`src/rtl/mips_stats_pkg.sv`:
```
// rtl/mips_stats_pkg.sv - shared encodings for the instruction statistics block
//
// Purpose: read-select codes, FSM state encoding, default counter width and a
// small helper used to classify the r/i/j flag combination.
package mips_stats_pkg;

  localparam int CNT_W_DEFAULT = 32;
  localparam int NUM_CNT       = 6;

  // rd_sel encodings; the same values index the counter array
  localparam logic [2:0] SEL_TOTAL = 3'd0;
  localparam logic [2:0] SEL_R     = 3'd1;
  localparam logic [2:0] SEL_I     = 3'd2;
  localparam logic [2:0] SEL_J     = 3'd3;
  localparam logic [2:0] SEL_UNK   = 3'd4;
  localparam logic [2:0] SEL_ILL   = 3'd5;

  typedef enum logic {
    ST_RUN    = 1'b0,
    ST_FROZEN = 1'b1
  } stats_state_t;

  // number of classifier flags asserted (0..3)
  function automatic logic [1:0] flag_count(input logic r, input logic i, input logic j);
    return {1'b0, r} + {1'b0, i} + {1'b0, j};
  endfunction

endpackage

```
`src/rtl/sat_counter.sv`:
```
// rtl/sat_counter.sv - saturating up-counter with synchronous clear
//
// Ports:
//   clk  - clock
//   rst  - synchronous active-high reset
//   clr  - synchronous clear
//   inc  - increment request; ignored once q is all ones
//   q    - counter value
module sat_counter #(
  parameter int W = 32
) (
  input  logic         clk,
  input  logic         rst,
  input  logic         clr,
  input  logic         inc,
  output logic [W-1:0] q
);

  always_ff @(posedge clk) begin
    if (rst || clr) begin
      q <= '0;
    end else if (inc && (q != {W{1'b1}})) begin
      q <= q + 1'b1;
    end
  end

endmodule

```
`src/rtl/instr_type_stats.sv`:
```
// rtl/instr_type_stats.sv - retired-instruction counts by R/I/J format
//
// Ports:
//   clk, rst          - clock, synchronous active-high reset
//   retire            - one instruction retires this cycle
//   i, r, j           - classifier format flags, sampled only with retire
//   halt              - CPU halted; freezes the counters
//   clr               - synchronous clear of counters/err, returns to RUN
//   rd_en, rd_sel     - read request and counter select
//   rd_data, rd_valid - registered read result, one cycle after rd_en
//   frozen            - high while frozen
//   err               - sticky: an illegal flag combination was counted
module instr_type_stats
  import mips_stats_pkg::*;
#(
  parameter int CNT_W = CNT_W_DEFAULT
) (
  input  logic             clk,
  input  logic             rst,
  input  logic             retire,
  input  logic             i,
  input  logic             r,
  input  logic             j,
  input  logic             halt,
  input  logic             clr,
  input  logic             rd_en,
  input  logic [2:0]       rd_sel,
  output logic [CNT_W-1:0] rd_data,
  output logic             rd_valid,
  output logic             frozen,
  output logic             err
);

  stats_state_t     state;
  logic [CNT_W-1:0] cnt_q [NUM_CNT];
  logic [NUM_CNT-1:0] inc;
  logic [1:0]       nflags;
  logic             count_en;
  logic [CNT_W-1:0] rd_mux;

  // halt and clr both take precedence over a retire in the same cycle
  assign count_en = (state == ST_RUN) && retire && !clr && !halt;
  assign nflags   = flag_count(r, i, j);

  always_comb begin
    inc            = '0;
    inc[SEL_TOTAL] = count_en;
    inc[SEL_R]     = count_en && (nflags == 2'd1) && r;
    inc[SEL_I]     = count_en && (nflags == 2'd1) && i;
    inc[SEL_J]     = count_en && (nflags == 2'd1) && j;
    inc[SEL_UNK]   = count_en && (nflags == 2'd0);
    inc[SEL_ILL]   = count_en && (nflags >= 2'd2);
  end

  for (genvar k = 0; k < NUM_CNT; k++) begin : g_cnt
    sat_counter #(.W(CNT_W)) u_cnt (
      .clk (clk),
      .rst (rst),
      .clr (clr),
      .inc (inc[k]),
      .q   (cnt_q[k])
    );
  end

  // reads see the counters as they stand before this edge's update
  always_comb begin
    rd_mux = '0;
    case (rd_sel)
      SEL_TOTAL: rd_mux = cnt_q[SEL_TOTAL];
      SEL_R:     rd_mux = cnt_q[SEL_R];
      SEL_I:     rd_mux = cnt_q[SEL_I];
      SEL_J:     rd_mux = cnt_q[SEL_J];
      SEL_UNK:   rd_mux = cnt_q[SEL_UNK];
      SEL_ILL:   rd_mux = cnt_q[SEL_ILL];
      default:   rd_mux = '0;
    endcase
  end

  always_ff @(posedge clk) begin
    if (rst) begin
      state    <= ST_RUN;
      frozen   <= 1'b0;
      err      <= 1'b0;
      rd_valid <= 1'b0;
      rd_data  <= '0;
    end else begin
      rd_valid <= rd_en;
      if (rd_en) begin
        rd_data <= rd_mux;
      end
      if (clr) begin
        state  <= ST_RUN;
        frozen <= 1'b0;
        err    <= 1'b0;
      end else begin
        // frozen tracks the next state so it is aligned with state itself
        if ((state == ST_RUN) && halt) begin
          state  <= ST_FROZEN;
          frozen <= 1'b1;
        end
        if (inc[SEL_ILL]) begin
          err <= 1'b1;
        end
      end
    end
  end

endmodule

```
`config.mk`:
```
export PLATFORM = sky130hd
export DESIGN_NAME = instr_type_stats
export DESIGN_NICKNAME = d
export VERILOG_FILES = /design/src/rtl/mips_stats_pkg.sv /design/src/rtl/sat_counter.sv /design/src/rtl/instr_type_stats.sv
export SDC_FILE = /design/constraint.sdc
export NUM_CORES = 1
export LEC_CHECK = 0
export CAP_MARGIN = 20
export CORE_ASPECT_RATIO = 1.25
export CORE_UTILIZATION = 55
export DETAILED_ROUTE_END_ITERATION = 10
export HOLD_SLACK_MARGIN = 0.12
export MAX_ROUTING_LAYER = met4
export PLACE_DENSITY_LB_ADDON = 0.2
export SYNTH_ARGS = -nofsm -noshare
export SYNTH_HDL_FRONTEND = slang
export SYNTH_SLANG_ARGS = --single-unit
```
`constraint.sdc`:
```
create_clock -name clk -period 2.5 [get_ports clk]
set_clock_uncertainty 0.05 [all_clocks]
set_input_delay 0.25 -clock clk [delete_from_list [all_inputs] [get_ports clk]]
set_output_delay 0.25 -clock clk [all_outputs]
set_load 0.02 [all_outputs]
```
After elaboration in Yosys (flattened, before gate mapping). Cells that the tools add are included.

$add $sub $neg: 8. Bitwise operators: 1. Mux-type cells: 1. Reductions and logical operators: 22. Order comparisons: 1. Equality and inequality tests: 12.

Operator list (number): $add A32 B1 Y32 const B (6); $ne A32 B32 Y1 const B (6); $pmux W32 S6 (1); $logic_and A1 B1 Y1 (16); $eq A3 B2 Y1 const B (2); $eq A3 B3 Y1 const B (2); $eq A3 B1 Y1 const B (1); $logic_not A3 Y1 (1); $add A1 B1 Y2 (1); $add A2 B1 Y2 (1); $eq A2 B1 Y1 const B (1); $ge A2 B2 Y1 const B (1); $logic_not A1 Y1 (2); $logic_not A2 Y1 (1); $reduce_or A2 Y1 (1); $logic_or A1 B1 Y1 (1); $not A1 Y1 (1).

Word-level logic and storage cells: 55. Bits in registers: 227. Input port bits: 12. Output and inout bits: 35.

Longest topological paths before layout. Gate-level depths: netlist of the first run.

Depth in word-level cells: 7. Depth in mapped cells: 10. Depth with buffers taken out: 8.

Hierarchy. Synthesis of the first run repeated with hierarchy kept, for this count alone.

Cells, all modules: 1501. Area, all modules: 13142.6 µm².

By module, submodules not included: sat_counter (cells an instance 189, sequential area each 640.6 µm², instances 6, area an instance 1681.6 µm²); instr_type_stats (cells an instance 367, sequential area each 700.7 µm², instances 1, area an instance 3052.9 µm²).

Worst setup path before layout of the first run. No wires, ideal clock.

Path kind: reg2reg. Start point: reg g_cnt[4].u_cnt.q[0]. End point: reg g_cnt[4].u_cnt.q[10]. Data required time: 2.322 ns. Period minus slack after synthesis: 2.492 ns. Arrival time: 2.314 ns. Stages on the path, launching flop included: 9. Path slack: 0.008 ns. Setup time: 0.128 ns. Cells stage by stage: dfxtp_1 ha_1 nand4_1 or4_1 or4_1 clkbuf_1 nand4_1 xor2_1 nor2_1.

Longest elaborated chain between the ends: 2.

Ends and longest elaborated chain: start, declared (line sat_counter.sv:16) `output logic [W-1:0] q`; start signal, assigned (line sat_counter.sv:23) `q <= q + 1'b1;`; parallel branches: the longest is 2 deep, another holds $add A32 B1 Y32.

Parallel ways; which one is timed is not known. A chain may end at the register's enable or synchronous reset.

Worst setup path in the final report of the first run.
Start point: reg state. End point: reg g_cnt[3].u_cnt.q[20].

Longest elaborated chain between the ends: 7.

Ends and longest elaborated chain: start, declared (line instr_type_stats.sv:34) `stats_state_t state;`; start signal, assigned (line instr_type_stats.sv:81) `state <= ST_RUN;`; start signal, assigned (line instr_type_stats.sv:92) `state <= ST_RUN;`; start signal, assigned (line instr_type_stats.sv:98) `state <= ST_FROZEN;`; $not A1 Y1 (line instr_type_stats.sv:42) `assign count_en = (state == ST_RUN) && retire && !clr && !halt;`; $logic_and A1 B1 Y1 (3 in series) (line instr_type_stats.sv:42); $logic_and A1 B1 Y1 (2 in series) (line instr_type_stats.sv:50) `inc[SEL_J] = count_en && (nflags == 2'd1) && j;`; $logic_and A1 B1 Y1 (line sat_counter.sv:22) `end else if (inc && (q != {W{1'b1}})) begin`; end signal, assigned (line sat_counter.sv:23); end, declared (line sat_counter.sv:16).

Every way passes these cells.

==> metrics, run 1 <==
most common cell after layout, fill and taps aside=nor2_1; mux contribution to synthesized area=0.0700; Final Critical Period=between 2000 and 2500 ps; port buffer count=46; Post-synth top flop=dfxtp_1; Slew HR=0.507; Synth Area in Compound Gates=0.108; adder-cell share of the synthesized area=0.00801; cell area after layout=0.0144 mm2; Final Net Count=~1600; Setup-failing EPs final=0; # H-tree levels=1; Multi-input gate area=about 0.0071 mm2; # diodes=0; Peak VDD IR=a little under 500 uV; final setup TNS=0 ps; WS Path Type=flop to flop; status=completed; wire length of the first global-routing pass=~58000 um; Clock Pin Slew Worst Setup and Hold Paths=around 60 ps; fraction of layout cells with a size suffix above 1=0.146; most frequent cells in the layout=259 x nor2_1, 227 x dfxtp_1, 119 x buf_4; Die Area=0.0222 mm2; All-Layer GR Usage=0.337; sequential area share after synthesis=0.383; postcts setup bufs=0; synth unique cells=62; deepest clock path buffer count=3; clock root cell=clkbuf_16; GRT overflow=0; largest family of logic cells by synthesized area=simple AND/OR/NAND/NOR gates; final core occ=0.687; CTS buffer count=24; Core ar.=0.0210 mm2; vias=11600; Peak Freq=roughly 0.42 GHz; vias in the first global route=roughly 11000; # rows=a little under 60; Syn Area/Cell=8.11 um2; CTS Sinks=around 230; layout overhead on the synthesized area=21.4%; worst path required time=between 2000 and 3000 ps; Net Count, Synth=1482; die height=166 um; vias per inst=around 6.2; Detailed Route WL=36600 um; leak pwr=4.89 nW; CTS tree=built; Post-DRT Antenna Nets=0; Die W=about 130 um; CP startpoint kind=flop; synthesized cell area=between 0.01 and 0.015 mm2; Final Hold Viols=0; post-synthesis async set-or-reset flop share=0; Remaining DRCs=0; hold_ws=slightly below 300 ps; GPL Wtd Cong=0.979; crit path capture type=flop; Worst EP arrival=about 2800 ps; Hold WC Path Type=input pin to flop; CP max FO=6; Register Area=between 0.004 and 0.005 mm2; pin count of the biggest net entering global routing=94; XOR/XNOR share of the synthesized area=0.109; Synth Register Bits=between 200 and 250; Post-synth EDFFs=0; RSZ-0062 raised after global routing=false; number of DRC markers in iteration 0=985; wire per inst=19.5 um; initial antenna violation count=0; Placement Cell Area=about 0.013 mm2; Simple-Gate Fraction of Synth Area=0.291; # fillers=~1800; worst-skew pair later-pin latency=approximately 530 ps; initial core utilization=0.566; MaxCap Viol Count=0; fin crit share=0.960; Top Ports=between 40 and 50; Initial DRT Pass Iterations=6; Final Max Slew Viols=0; power density over the cells=roughly 550 mW/mm2; hpwl dp=between 20000 and 30000 um; Post-Synthesis Cells=roughly 1500; yosys warns=0; Worst Max-Slew Pin Slew=~740 ps
## worst paths after layout
check | start | to | slack (ps) | cells after the start
max | state | g_cnt[3].u_cnt.q[20] | 100 | 8
min reg2reg | err | err | 420 | 2
max reg2reg | state | g_cnt[3].u_cnt.q[20] | 100 | 8
min | rd_sel[0] | rd_data[29] | 300 | 4
## what timing repair did
item                                    in CTS  in global routing
hold buffers                                 0                  0
pin swaps                                    1                  7
gates cloned                                 0                  1
endpoints found under the setup margin      38                 61
gates resized for setup                      9                 24
## registers in the layout (all words and copies together), names as in the netlist
register       cells
err                1
state              1
rd_data           32
rd_valid           1
g_cnt.u_cnt.q    192
## synth_stat cells (2+ instances only)
library cell | number | share of area
nand3b_1 | 5 | 0.0032
a22oi_1 | 17 | 0.011
or4_1 | 11 | 0.0070
ha_1 | 6 | 0.0063
nand3_1 | 84 | 0.035
nor4_1 | 28 | 0.015
nor2b_1 | 3 | 0.0016
dfxtp_1 | 227 | 0.38
mux2i_1 | 47 | 0.040
and3_1 | 25 | 0.013
o31ai_1 | 2 | 0.0013
o21ai_0 | 49 | 0.021
buf_2 | 5 | 0.0021
nor3b_1 | 3 | 0.0019
buf_1 | 8 | 0.0025
or2_2 | 3 | 0.0016
or3_1 | 31 | 0.016
o211ai_1 | 20 | 0.013
o211a_1 | 2 | 0.0017
and2_1 | 6 | 0.0032
xor2_1 | 75 | 0.055
o31a_1 | 3 | 0.0022
nor2_1 | 260 | 0.082
inv_1 | 24 | 0.0076
xnor2_1 | 73 | 0.054
clkbuf_1 | 59 | 0.019
mux2_2 | 30 | 0.028
nand4_1 | 67 | 0.035
nor4b_1 | 4 | 0.0030
nor3_1 | 49 | 0.021
a211oi_1 | 4 | 0.0025
a31oi_1 | 9 | 0.0047
a221oi_1 | 14 | 0.010
nand2b_1 | 2 | 0.0011
nand2_1 | 93 | 0.029
a21oi_1 | 74 | 0.031
a31o_2 | 2 | 0.0015
and4_1 | 15 | 0.011
## stage by stage
step,cells,setup slack [ps],power [W]
finish,1878,99.5,0.00794
global route,1878,16.1,0.00814
CTS,1877,17.4,0.00796
detailed placement,1836,-674,0.00418
global placement,1836,-672,0.00417
floorplan,1463,8.41,0.00399
## report_power, final
group / total (W) / switching [W] / internal (W)
clock: 0.00382 / 0.00149 / 0.00233
sequential: 0.00366 / 0.0000149 / 0.00364
combinational: 0.000458 / 0.000283 / 0.000175
total: 0.00794 / 0.00179 / 0.00614
## critical path: stages, from the launching register on
cell	delay, ps
dfxtp_1	310
or4b_4	540
buf_12	180
buf_4	160
nor4_4	250
buf_4	170
o311ai_2	140
or3_1	360
a21oi_1	160
## layout make-up
cell class                      count  area share
Sequential cell                   227       0.315
Timing Repair Buffer              173       0.104
Clock inverter                      5     0.00695
Multi-Input combinational cell   1138       0.492
Tap cell                          274      0.0238
Clock buffer                       36      0.0512
Inverter                           25     0.00651
## routing by layer
metal | wire, um | track usage | part of all wire | vias to the layer above
met5 | 0 | - | 0 | -
met4 | 2280 | 0.208 | 0.062 | 0
met3 | 2350 | 0.0409 | 0.064 | 127
met2 | 17300 | 0.538 | 0.47 | 505
met1 | 14600 | 0.403 | 0.40 | 5439
li1 | - | - | - | 5483
## logic make-up after synthesis
| logic type | Yosys count |
|---|---|
| DFF | 227 |
| adders and majority gates | 7 |
| xor gates and xnor gates | 148 |
| muxes | 78 |
| buffers and inverters | 98 |
| AOI/OAI and AO/OA | 207 |
| and+or+nand+nor | 698 |
No activity file was read; power rests on OpenSTA's default activity.
==> run 2, diff against run 1 <==
CORE_MARGIN = 5   (was unset)
==> run 2 against run 1 <==
- total power down 3.7%
- worst hold slack got worse by 78 ps
- largest power group is now sequential cells
- die area up 11%
- cell area down 0.21%
==> metrics, run 2 (synthesis results as in run 1) <==
status=completed (unchanged); Worst EP arrival=2750 ps (was 2810 ps); fin crit share=0.961 (was 0.960); Top Family by Delay on Critical Path=simple AND/OR/NAND/NOR gates (unchanged); Die Area=0.0246 mm2 (was 0.0222 mm2); All-Layer GR Usage=0.299 (was 0.337); Slowest-stage cell, CP=or4b_1 (was or4b_4); power density over the cells=532 mW/mm2 (was 551 mW/mm2); Hold WC Path Type=input pin to flop (unchanged); Setup-failing EPs final=0 (unchanged); Worst Max-Slew Pin Slew=712 ps (was 739 ps); fraction of layout cells with a size suffix above 1=0.149 (was 0.146); CTS tree=built (unchanged); hpwl dp=26900 um (was 26500 um); # rows=60 (was 59); most frequent cells in the layout=259 x nor2_1, 227 x dfxtp_1, 118 x buf_4 (was 259 x nor2_1, 227 x dfxtp_1, 119 x buf_4); Clock Pin Slew Worst Setup and Hold Paths=60 ps (about the same); Final Critical Period=2400 ps (about the same); hold_ws=217 ps (was 295 ps); # diodes=0 (unchanged); number of DRC markers in iteration 0=1234 (was 985); deepest clock path buffer count=3 (unchanged); most common cell after layout, fill and taps aside=nor2_1 (unchanged); Peak Freq=0.416 GHz (was 0.417 GHz); Detailed Route WL=36500 um (was 36600 um); worst path required time=2850 ps (was 2910 ps); max incr delay on CP=530 ps (was 540 ps); port buffer count=46 (unchanged); CP startpoint kind=flop (unchanged); pin count of the biggest net entering global routing=73 (was 94); Buf/Inv on CP=3 (unchanged); die height=174 um (was 166 um); crit path cell chain=or4b_1, buf_6, buf_4, nor3b_4, nand3_2, buf_2, nor3_1, xnor2_1, nor2_1 (was or4b_4, buf_12, buf_4, nor4_4, buf_4, o311ai_2, or3_1, a21oi_1); vias per inst=6.10 (was 6.15); wire length of the first global-routing pass=58200 um (was 57800 um); GPL Wtd Cong=1.03 (was 0.979); CTS Sinks=227 (unchanged); worst-skew pair later-pin latency=520 ps (was 530 ps); wire per inst=19.4 um (was 19.5 um); Final Max Slew Viols=0 (unchanged); MaxCap Viol Count=0 (unchanged); Final Net Count=1611 (was 1608); clock root cell=clkbuf_16 (unchanged); GRT overflow=0 (unchanged); Initial DRT Pass Iterations=5 (was 6); RSZ-0062 raised after global routing=true (was false); top flop regs=g_cnt.u_cnt.q (192), rd_data (32) (unchanged); Top Ports=47 (unchanged); CTS buffer count=25 (was 24); initial antenna violation count=0 (unchanged); largest register by flop count=g_cnt.u_cnt.q (unchanged); Remaining DRCs=0 (unchanged); Slew HR=0.523 (was 0.507); Core ar.=0.0214 mm2 (was 0.0210 mm2); Post-DRT Antenna Nets=0 (unchanged); vias=11500 (was 11600); Multi-input gate area=0.00710 mm2 (was 0.00709 mm2); WS Path Type=flop to flop (unchanged); CP max FO=7 (was 6); layout overhead on the synthesized area=21.1% (was 21.4%); # H-tree levels=1 (unchanged); crit path capture type=flop (unchanged); vias in the first global route=10800 (was 11000); Die W=141 um (was 133 um); # fillers=1820 (was 1750); Register Area=0.00454 mm2 (unchanged); initial core utilization=0.555 (was 0.566); leak pwr=4.85 nW (was 4.89 nW); Peak VDD IR=495 uV (was 497 uV); Final Hold Viols=0 (unchanged); max reg flops=192 (unchanged); Power, Total=0.00764 W (was 0.00794 W)
==> run 2: stage by stage <==
step	cell area (um2)	cells	utilization	TNS [ps]	setup slack, ps
2_1_floorplan	11900	1463	-	0	8.41
6_report	14400	1887	0.672	0	97.2
3_5_place_dp	13400	1842	0.628	-64220	-684
4_1_cts	14200	1885	0.666	0	3.38
5_1_grt	14400	1887	0.672	0	0.947
3_3_place_gp	13400	1842	0.628	-60200	-665
==> run 2: path summary, 6_finish.rpt <==
kind / start / to / slack [ps] / cells after the start
setup / recovery: state / g_cnt[5].u_cnt.q[20] / 100 / 9
hold / removal: rd_sel[0] / rd_data[29] / 220 / 4
setup reg to reg: state / g_cnt[5].u_cnt.q[20] / 100 / 9
hold reg to reg: err / err / 420 / 2
==> run 2: layer usage <==
metal / GRT usage / vias up / share of wire
met1: 0.372 / 5509 / 0.41
met2: 0.493 / 418 / 0.49
met5: - / - / 0
met3: 0.0319 / 103 / 0.054
met4: 0.132 / 0 / 0.048
li1: - / 5483 / -
==> run 2: cell type report <==
class | instances | area share
clock buffer | 39 | 0.0527
clock inverter | 4 | 0.00165
inverter | 25 | 0.00653
multi-input combinational | 1138 | 0.494
sequential | 227 | 0.316
tap | 279 | 0.0243
timing repair buffer | 175 | 0.105
==> run 2: what timing repair did <==
| action | CTS | global route |
|---|---|---|
| gates resized for setup | 9 | 25 |
| hold buffers | 0 | 0 |
| endpoints found under the setup margin | 54 | 49 |
| pin swaps | 2 | 9 |
| gates cloned | 0 | 1 |
| setup buffers | 0 | 1 |
==> run 2: report_power, final <==
part	switching (W)	internal [W]	total [W]
Combinational	0.000280	0.000177	0.000457
Clock	0.00146	0.00207	0.00353
Sequential	0.0000147	0.00364	0.00366
==> run 2: worst min-delay path, cell delays in order <==
cell,delay (ps)
buf_2,190
a21oi_1,110
mux2i_1,140
nor2_1,50
